<file path="src/rtl/nochange_pkg.sv">
`default_nettype none
// +--------------------------------------------------------------------------+
// | nochange_pkg : shared types and widths for the nochange window monitor   |
// | Revision     : 1.0                                                       |
// +--------------------------------------------------------------------------+
package nochange_pkg;

    typedef enum logic [1:0] {
        NC_IDLE = 2'd0,
        NC_OPEN = 2'd1,
        NC_TAIL = 2'd2
    } nc_state_t;

    localparam int OFS_W = 4;
    // Tail counter holds START_OFS+END_OFS-1, at most 2*(2^OFS_W-1)-1.
    localparam int TAIL_W = OFS_W + 1;

endpackage
`default_nettype wire

</file>
<file path="src/rtl/nochange_channel.sv">
`default_nettype none
// +--------------------------------------------------------------------------+
// | nochange_channel : one channel of the clocked $nochange monitor          |
// | Revision         : 1.0                                                   |
// +--------------------------------------------------------------------------+
module nochange_channel
    import nochange_pkg::*;
#(
    parameter int DATA_W    = 8,
    parameter int START_OFS = 0,
    parameter int END_OFS   = 0,
    parameter int CNT_W     = 8
) (
    input  logic              clk,
    input  logic              rst_n,
    input  logic              en,
    input  logic              clr,
    input  logic              pol,
    input  logic              ref_i,
    input  logic [DATA_W-1:0] data_i,
    output logic              window_open,
    output logic              viol_pulse,
    output logic              viol_sticky,
    output logic [CNT_W-1:0]  viol_cnt
);

    localparam int EXT = START_OFS + END_OFS;
    localparam logic [TAIL_W-1:0] TAIL_LOAD = (EXT > 1) ? TAIL_W'(EXT - 1) : '0;

    logic              ref_q;
    logic              pol_q;
    logic [DATA_W-1:0] data_q;
    nc_state_t         state_q, state_d;
    logic [TAIL_W-1:0] tail_q, tail_d;
    logic              pulse_q;
    logic              sticky_q, sticky_d;
    logic [CNT_W-1:0]  cnt_q, cnt_d;

    logic pol_act;
    logic ref_edge;
    logic lead;
    logic trail;
    logic chg;
    logic chg_d;
    logic in_window;
    logic viol;

    // Polarity is frozen for the lifetime of a window.
    always_comb begin
        pol_act  = (state_q == NC_IDLE) ? pol : pol_q;
        ref_edge = ref_i ^ ref_q;
        lead     = ref_edge & (ref_i == pol_act);
        trail    = ref_edge & (ref_i != pol_act);
        chg      = (data_i != data_q);
    end

    generate
        if (START_OFS == 0) begin : g_no_delay
            assign chg_d = chg;
        end else begin : g_delay
            logic [START_OFS-1:0] dly_q;
            always_ff @(posedge clk) begin
                if (!rst_n || !en) begin
                    dly_q <= '0;
                end else begin
                    dly_q <= START_OFS'({dly_q, chg});
                end
            end
            assign chg_d = dly_q[START_OFS-1];
        end
    endgenerate

    always_comb begin
        state_d   = state_q;
        tail_d    = tail_q;
        in_window = 1'b0;
        case (state_q)
            NC_OPEN: begin
                // With no extension the trailing-edge cycle is outside the open interval.
                in_window = !(trail && (EXT == 0));
                if (trail) begin
                    if (EXT > 1) begin
                        state_d = NC_TAIL;
                        tail_d  = TAIL_LOAD;
                    end else begin
                        state_d = NC_IDLE;
                    end
                end
            end
            NC_TAIL: begin
                in_window = 1'b1;
                if (lead) begin
                    state_d = NC_OPEN;
                end else if (tail_q < TAIL_W'(2)) begin
                    state_d = NC_IDLE;
                end else begin
                    tail_d = tail_q - 1'b1;
                end
            end
            default: begin
                state_d = lead ? NC_OPEN : NC_IDLE;
            end
        endcase
        if (!en) begin
            state_d = NC_IDLE;
            tail_d  = '0;
        end
        viol = en & chg_d & in_window;
    end

    always_comb begin
        sticky_d = sticky_q;
        cnt_d    = cnt_q;
        if (clr) begin
            sticky_d = 1'b0;
            cnt_d    = '0;
        end else if (viol) begin
            sticky_d = 1'b1;
            if (cnt_q != '1) begin
                cnt_d = cnt_q + 1'b1;
            end
        end
    end

    // History registers load live inputs in reset so no edge is seen afterwards.
    always_ff @(posedge clk) begin
        if (!rst_n) begin
            ref_q    <= ref_i;
            data_q   <= data_i;
            pol_q    <= pol;
            state_q  <= NC_IDLE;
            tail_q   <= '0;
            pulse_q  <= 1'b0;
            sticky_q <= 1'b0;
            cnt_q    <= '0;
        end else begin
            ref_q    <= ref_i;
            data_q   <= data_i;
            pol_q    <= pol_act;
            state_q  <= state_d;
            tail_q   <= tail_d;
            pulse_q  <= viol;
            sticky_q <= sticky_d;
            cnt_q    <= cnt_d;
        end
    end

    assign window_open = (state_q != NC_IDLE);
    assign viol_pulse  = pulse_q;
    assign viol_sticky = sticky_q;
    assign viol_cnt    = cnt_q;

endmodule
`default_nettype wire

</file>
<file path="src/rtl/nochange_window_monitor.sv">
`default_nettype none
// +--------------------------------------------------------------------------+
// | nochange_window_monitor : multi-channel run-time $nochange monitor       |
// | Revision                : 1.0                                            |
// +--------------------------------------------------------------------------+
module nochange_window_monitor
    import nochange_pkg::*;
#(
    parameter int NUM_CH    = 4,
    parameter int DATA_W    = 8,
    parameter int START_OFS = 0,
    parameter int END_OFS   = 0,
    parameter int CNT_W     = 8
) (
    input  logic                     clk,
    input  logic                     rst_n,
    input  logic                     en,
    input  logic                     clr,
    input  logic [NUM_CH-1:0]        pol,
    input  logic [NUM_CH-1:0]        ref_i,
    input  logic [NUM_CH*DATA_W-1:0] data_i,
    output logic [NUM_CH-1:0]        window_open,
    output logic [NUM_CH-1:0]        viol_pulse,
    output logic [NUM_CH-1:0]        viol_sticky,
    output logic [NUM_CH*CNT_W-1:0]  viol_cnt,
    output logic                     any_viol
);

    genvar c;
    generate
        for (c = 0; c < NUM_CH; c++) begin : g_ch
            nochange_channel #(
                .DATA_W    (DATA_W),
                .START_OFS (START_OFS),
                .END_OFS   (END_OFS),
                .CNT_W     (CNT_W)
            ) u_ch (
                .clk         (clk),
                .rst_n       (rst_n),
                .en          (en),
                .clr         (clr),
                .pol         (pol[c]),
                .ref_i       (ref_i[c]),
                .data_i      (data_i[c*DATA_W +: DATA_W]),
                .window_open (window_open[c]),
                .viol_pulse  (viol_pulse[c]),
                .viol_sticky (viol_sticky[c]),
                .viol_cnt    (viol_cnt[c*CNT_W +: CNT_W])
            );
        end
    endgenerate

    assign any_viol = |viol_sticky;

endmodule
`default_nettype wire

</file>
<file path="config.mk">
export PLATFORM = sky130hd
export DESIGN_NAME = nochange_window_monitor
export DESIGN_NICKNAME = d
export VERILOG_FILES = /design/src/rtl/nochange_pkg.sv /design/src/rtl/nochange_channel.sv /design/src/rtl/nochange_window_monitor.sv
export SDC_FILE = /design/constraint.sdc
export NUM_CORES = 1
export LEC_CHECK = 0
export CORE_MARGIN = 1
export CORE_UTILIZATION = 30
export DETAILED_ROUTE_END_ITERATION = 8
export GPL_TIMING_DRIVEN = 0
export PLACE_DENSITY = 0.54
export REMOVE_ABC_BUFFERS = 1
export SKIP_LAST_GASP = 1
export SLEW_MARGIN = 10
export SYNTH_ARGS = -nofsm -noshare
export SYNTH_HDL_FRONTEND = slang
export SYNTH_SLANG_ARGS = --single-unit
</file>
<file path="constraint.sdc">
create_clock -name clk -period 5.21 [get_ports clk]
set_input_delay 1.3025 -clock clk [delete_from_list [all_inputs] [get_ports clk]]
set_output_delay 1.3025 -clock clk [all_outputs]
set_load 0.005 [all_outputs]
</file>
### Word level (Yosys, flattened, before mapping)

Cells that the tools add are included.
W data, S select, Z words.

| operators by class | value |
|---|---|
| add/sub/neg operators | 8 |
| order comparisons | 4 |
| equality and inequality tests | 32 |
| mux-type cells | 32 |
| bitwise logic cells | 29 |
| reduce and logical (&&, ||, !) cells | 27 |

Operators by type and width:

| kind | number |
|---|---|
| $add A8 B1 Y8 const B | 4 |
| $ne A8 B8 Y1 | 4 |
| $ne A8 B8 Y1 const B | 4 |
| $mux W2 | 12 |
| $lt A5 B2 Y1 const B | 4 |
| $sub A5 B1 Y5 const B | 4 |
| $reduce_and A2 Y1 | 9 |
| $and A1 B1 Y1 | 16 |
| $pmux W2 S2 | 4 |
| $mux W1 | 12 |
| $ne A3 B1 Y1 const B | 4 |
| $reduce_and A3 Y1 | 4 |
| $not A1 Y1 | 9 |
| $eq A2 B1 Y1 const B | 4 |
| $eq A2 B2 Y1 const B | 4 |
| $logic_not A2 Y1 | 4 |
| $ne A2 B1 Y1 const B | 4 |
| $pmux W1 S2 | 4 |
| $reduce_bool A2 Y1 | 4 |
| $eq A1 B1 Y1 | 4 |
| $logic_not A1 Y1 | 4 |
| $ne A1 B1 Y1 | 4 |
| $reduce_or A4 Y1 | 1 |
| $xor A1 B1 Y1 | 4 |
| $reduce_or A2 Y1 | 1 |

| storage, ports and cells | value |
|---|---|
| register bits | 108 |
| output and inout bits | 45 |

### Depth between registers and ports, before layout

| logic depth | value |
|---|---|
| depth after elaboration | 8 |
| gate-level depth with buffers | 6 |
| depth with buffers taken out | 6 |

### Hierarchy

Synthesis repeated with hierarchy kept, for this count alone.

| unflattened totals | value |
|---|---|
| cells, all modules | 349 |
| area total of the unflattened synthesis | 3555.9 µm² |

Modules (own cells, without submodules):

| module | times used | cells each | area an instance (µm²) | sequential area each (µm²) |
|---|---|---|---|---|
| nochange_channel | 4 | 87 | 887.1 | 420.4 |
| nochange_window_monitor | 1 | 1 | 7.5 | 0.0 |

### Least setup slack after synthesis

Ideal clock, no wire load.

| path | value |
|---|---|
| kind | in2reg |
| start point | input port ref_i[0] |
| end point | register g_ch[0].u_ch.cnt_q[5] |
| arrival time | 2.470 ns |
| path slack | 2.670 ns |
| cell stages on the path | 6 |
| path buffers | 1 |
| path through | nor3b_1 nor3_4 o21ai_2 buf_6 or4_1 a21oi_1 |

| on the way | value |
|---|---|
| longest elaborated chain between the ends | 6 |

RTL lines:

| what | RTL line | source |
|---|---|---|
| start: declaration | nochange_window_monitor.sv:20 | `input logic [NUM_CH-1:0] ref_i,` |
| $xor A1 B1 Y1 / $ne A1 B1 Y1 (equally long branches) | nochange_channel.sv:51, nochange_channel.sv:53 |  |
| $and A1 B1 Y1 (*) | nochange_channel.sv:53 | `trail = ref_edge & (ref_i != pol_act);` |
| $logic_not A1 Y1 (*) | nochange_channel.sv:80 | `in_window = !(trail && (EXT == 0));` |
| $pmux W1 S2 (*) | nochange_channel.sv:77 | `case (state_q)` |
| $and A1 B1 Y1 (*) | nochange_channel.sv:108 | `viol = en & chg_d & in_window;` |
| $reduce_and A2 Y1 (no source line) (*) | -- |  |
| end signal: assignment | nochange_channel.sv:144 | `cnt_q <= cnt_d;` |
| end: declaration | nochange_channel.sv:37 | `logic [CNT_W-1:0] cnt_q, cnt_d;` |

Every way passes the cells marked *; elsewhere a longest branch is shown, timed or not.
A chain may end at the register's enable or synchronous reset.

### Worst setup path in the final report

| path | value |
|---|---|
| start point | input port data_i[26] |
| end point | register g_ch[3].u_ch.cnt_q[6] |

| on the way | value |
|---|---|
| longest elaborated chain between the ends | 4 |

RTL lines:

| what | RTL line | source |
|---|---|---|
| start: declaration | nochange_window_monitor.sv:21 | `input logic [NUM_CH*DATA_W-1:0] data_i,` |
| $ne A8 B8 Y1 | nochange_channel.sv:54 | `chg = (data_i != data_q);` |
| $and A1 B1 Y1 (2 in a row) | nochange_channel.sv:108 |  |
| $reduce_and A2 Y1 (no source line) | -- |  |
| end signal: assignment | nochange_channel.sv:144 |  |
| end: declaration | nochange_channel.sv:37 |  |

Every way passes these cells.

==> metrics.yaml <==
status:
  status: "complete, no violations"
flow_run:
  maxCapViolations: 0
floorplanning:
  dieArea_um2: 12100
  ios: 89
  rows: 39
  core_um2: 11400
  start_util: 0.307
  fp.dieH_um: 110
  die_w_um: 110
min_path:
  hold_path_class: "register to register"
power_and_ir_drop:
  totalPowerFinal_mw: 1.38
  ir_worst_vdd_uv: 130
  p_leak_nw: 1.69
  p_per_area_nw_per_um2: 294
sta:
  worst_slew_pin_slew_ns: 0.960
  slew_violations: 0
  grt_setup_unrepaired: "false"
  finClkSkew_ns: 0.00529
  maxSlewHeadroom: 0.356
  tns_ns: 0
  setup_viol: 0
  period_share: 0.576
  hold_viol: 0
  max_freq_mhz: 333
  min_period_ns: 3.00
cts:
  htree_num_levels: 3
  ctsLongestPathBuffers: 2
  insertion_delay_ns: 0.33
  post_cts_buffers: 0
  cts_sinks: 84
  root_buffer: "clkbuf_16"
  cts-resized-gates: 0
  clk_pin_slew_worst_paths_ns: 0.06
  hold_buffers: 0
  cts_tree: "yes"
  cts_inserted_buffers: 9
worst_setup_path:
  critPathMaxFanout: 16
  critPathRequiredTime_ns: 5.40
  cp.arrival_ns: 3.19
  reg2reg_slack_ns: 3.35
  end_kind: "register"
  start_kind: "input port"
  critPathKind: "input port to register"
drt:
  antenna_left: 0
  viasPerCell: 4.88
  drc: 0
  wl_um: 7580
  routedWlPerCell_um: 12.9
  first_pass_iters: 4
  vias: 2867
  drtIter0Drc: 78
synthesis:
  syn_area_um2: 3490
  synth_top_cell_area_share: 0.482
  synthTopCellsByArea: "dfxtp_1, xnor2_1, nor2_1, a21oi_1, buf_4"
  syn_area_per_cell_um2: 9.61
  synth_edf_count: 0
  syn-instance-count: 363
  synth_area_leader_cell: "dfxtp_1"
  ys_warn_count: 0
  ys_ff_latch: 84
  ys_seq_area_frac: 0.482
  ys.flop_type: "dfxtp_1"
  synthDistinctLibCells: 42
  async_flop_share: 0
finish:
  drive_above_1_share: 0.0472
  final_nets: 488
  final_cell_mix: "clkdlybuf4s50_1, dfxtp_1, xnor2_1, nor2_1, a21oi_1"
  syn2layout_area_growth_pct: 34.2
  mostFrequentLayoutCell: "clkdlybuf4s50_1"
  num_antenna_cells: 0
  finalInstanceArea_um2: 4680
global_route:
  grt_first_pass_wirelength_um: 11900
  met1_usage: 0.167
  met2_usage: 0.202
  grt.overflow.total: 0
  grt.total_usage: 0.130
  grt_pass1_vias: 2465
  grt_util_met3: 0.0261
  busiest_layer: "met2"
  antenna_found_initial: 0
  grt_max_degree: 36
place:
  dp_hpwl_um: 5380
  globalplace.congestion: 0.765
  dpl_cell_area_um2: 4400
  port_buffers: 88
==> cells by family after synthesis <==
| family | count (synthesis) | share of synthesized area |
|---|---|---|
| AND/OR/NAND/NOR | 128 | 0.202 |
| multiplexers | 4 | 0.0129 |
| AO/OA/AOI/OAI | 81 | 0.156 |
| adder cells (fa/ha/maj) | 4 | 0.0144 |
| buffers and inverters | 30 | 0.0520 |
| XOR/XNOR | 32 | 0.0804 |
| flip-flops | 84 | 0.482 |
==> sequential cells by signal, indices dropped and copies added (netlist names) <==
register,count
g_ch.u_ch.state_q,4
g_ch.u_ch.pol_q,4
g_ch.u_ch.viol_pulse,4
g_ch.u_ch.viol_cnt,32
g_ch.u_ch.data_q,32
g_ch.u_ch.ref_q,4
g_ch.u_ch.viol_sticky,4
==> worst paths after layout <==
path | start | to | cells after the start
max | data_i[26] | g_ch[3].u_ch.viol_cnt[6] | 6
min | g_ch[0].u_ch.viol_cnt[4] | g_ch[0].u_ch.viol_cnt[4] | 2
max reg2reg | g_ch[3].u_ch.data_q[4] | g_ch[3].u_ch.viol_cnt[6] | 5
min reg2reg | g_ch[0].u_ch.viol_cnt[4] | g_ch[0].u_ch.viol_cnt[4] | 2
==> synthesized netlist by cell type, types with 7 or more instances <==
cell type / number
o21ai_0: 10
o31ai_1: 8
nor2_1: 30
buf_4: 12
a211oi_1: 7
a21oi_1: 21
nand4_1: 9
nand3_1: 16
or4_1: 8
inv_1: 7
dfxtp_1: 84
xnor2_1: 32
and3_1: 13
a31oi_1: 7
a41o_1: 8
nand2_1: 20
==> critical path, stage by stage <==
cell             delay (ns)
clkdlybuf4s50_1        0.50
xnor2_1                0.13
nand4_1                0.12
o21ai_1                0.77
o21ai_0                0.19
nor3b_1                0.17
==> power breakdown <==
part / leakage [nW] / switching, mW / internal, mW / total, mW
Sequential: 0.692 / 0.0107 / 0.662 / 0.672
Combinational: 0.860 / 0.0397 / 0.0583 / 0.0980
Clock: 0.140 / 0.243 / 0.362 / 0.605
==> per-layer routing <==
layer / wire length [µm] / vias to the layer above
li1: - / 1471
met1: 3560 / 1319
met2: 3540 / 68
met3: 338 / 9
met4: 142 / 0
met5: 0 / -
==> layout make-up <==
cell class / instances / area (µm²)
timing repair buffer: 88 / 881
clock inverter: 1 / 5.00
multi-input combinational: 249 / 1630
fill: 1120 / 6690
tap: 143 / 179
inverter: 8 / 30.0
sequential: 84 / 1680
clock buffer: 15 / 278
==> per-stage QoR <==
| stage | hold WS [ns] | worst slack, ns | cells | util |
|---|---|---|---|---|
| final | 0.494 | 2.21 | 588 | 0.412 |
| after global routing | 0.516 | 2.04 | 588 | 0.412 |
| after CTS | 0.498 | 2.22 | 588 | 0.412 |
| after detailed placement | 0.484 | 1.87 | 572 | 0.387 |
| after global placement | 0.470 | 1.64 | 572 | 0.387 |
| after floorplan | 0.450 | 2.65 | 341 | - |
Note: power is estimated with default switching activity, not from simulation.
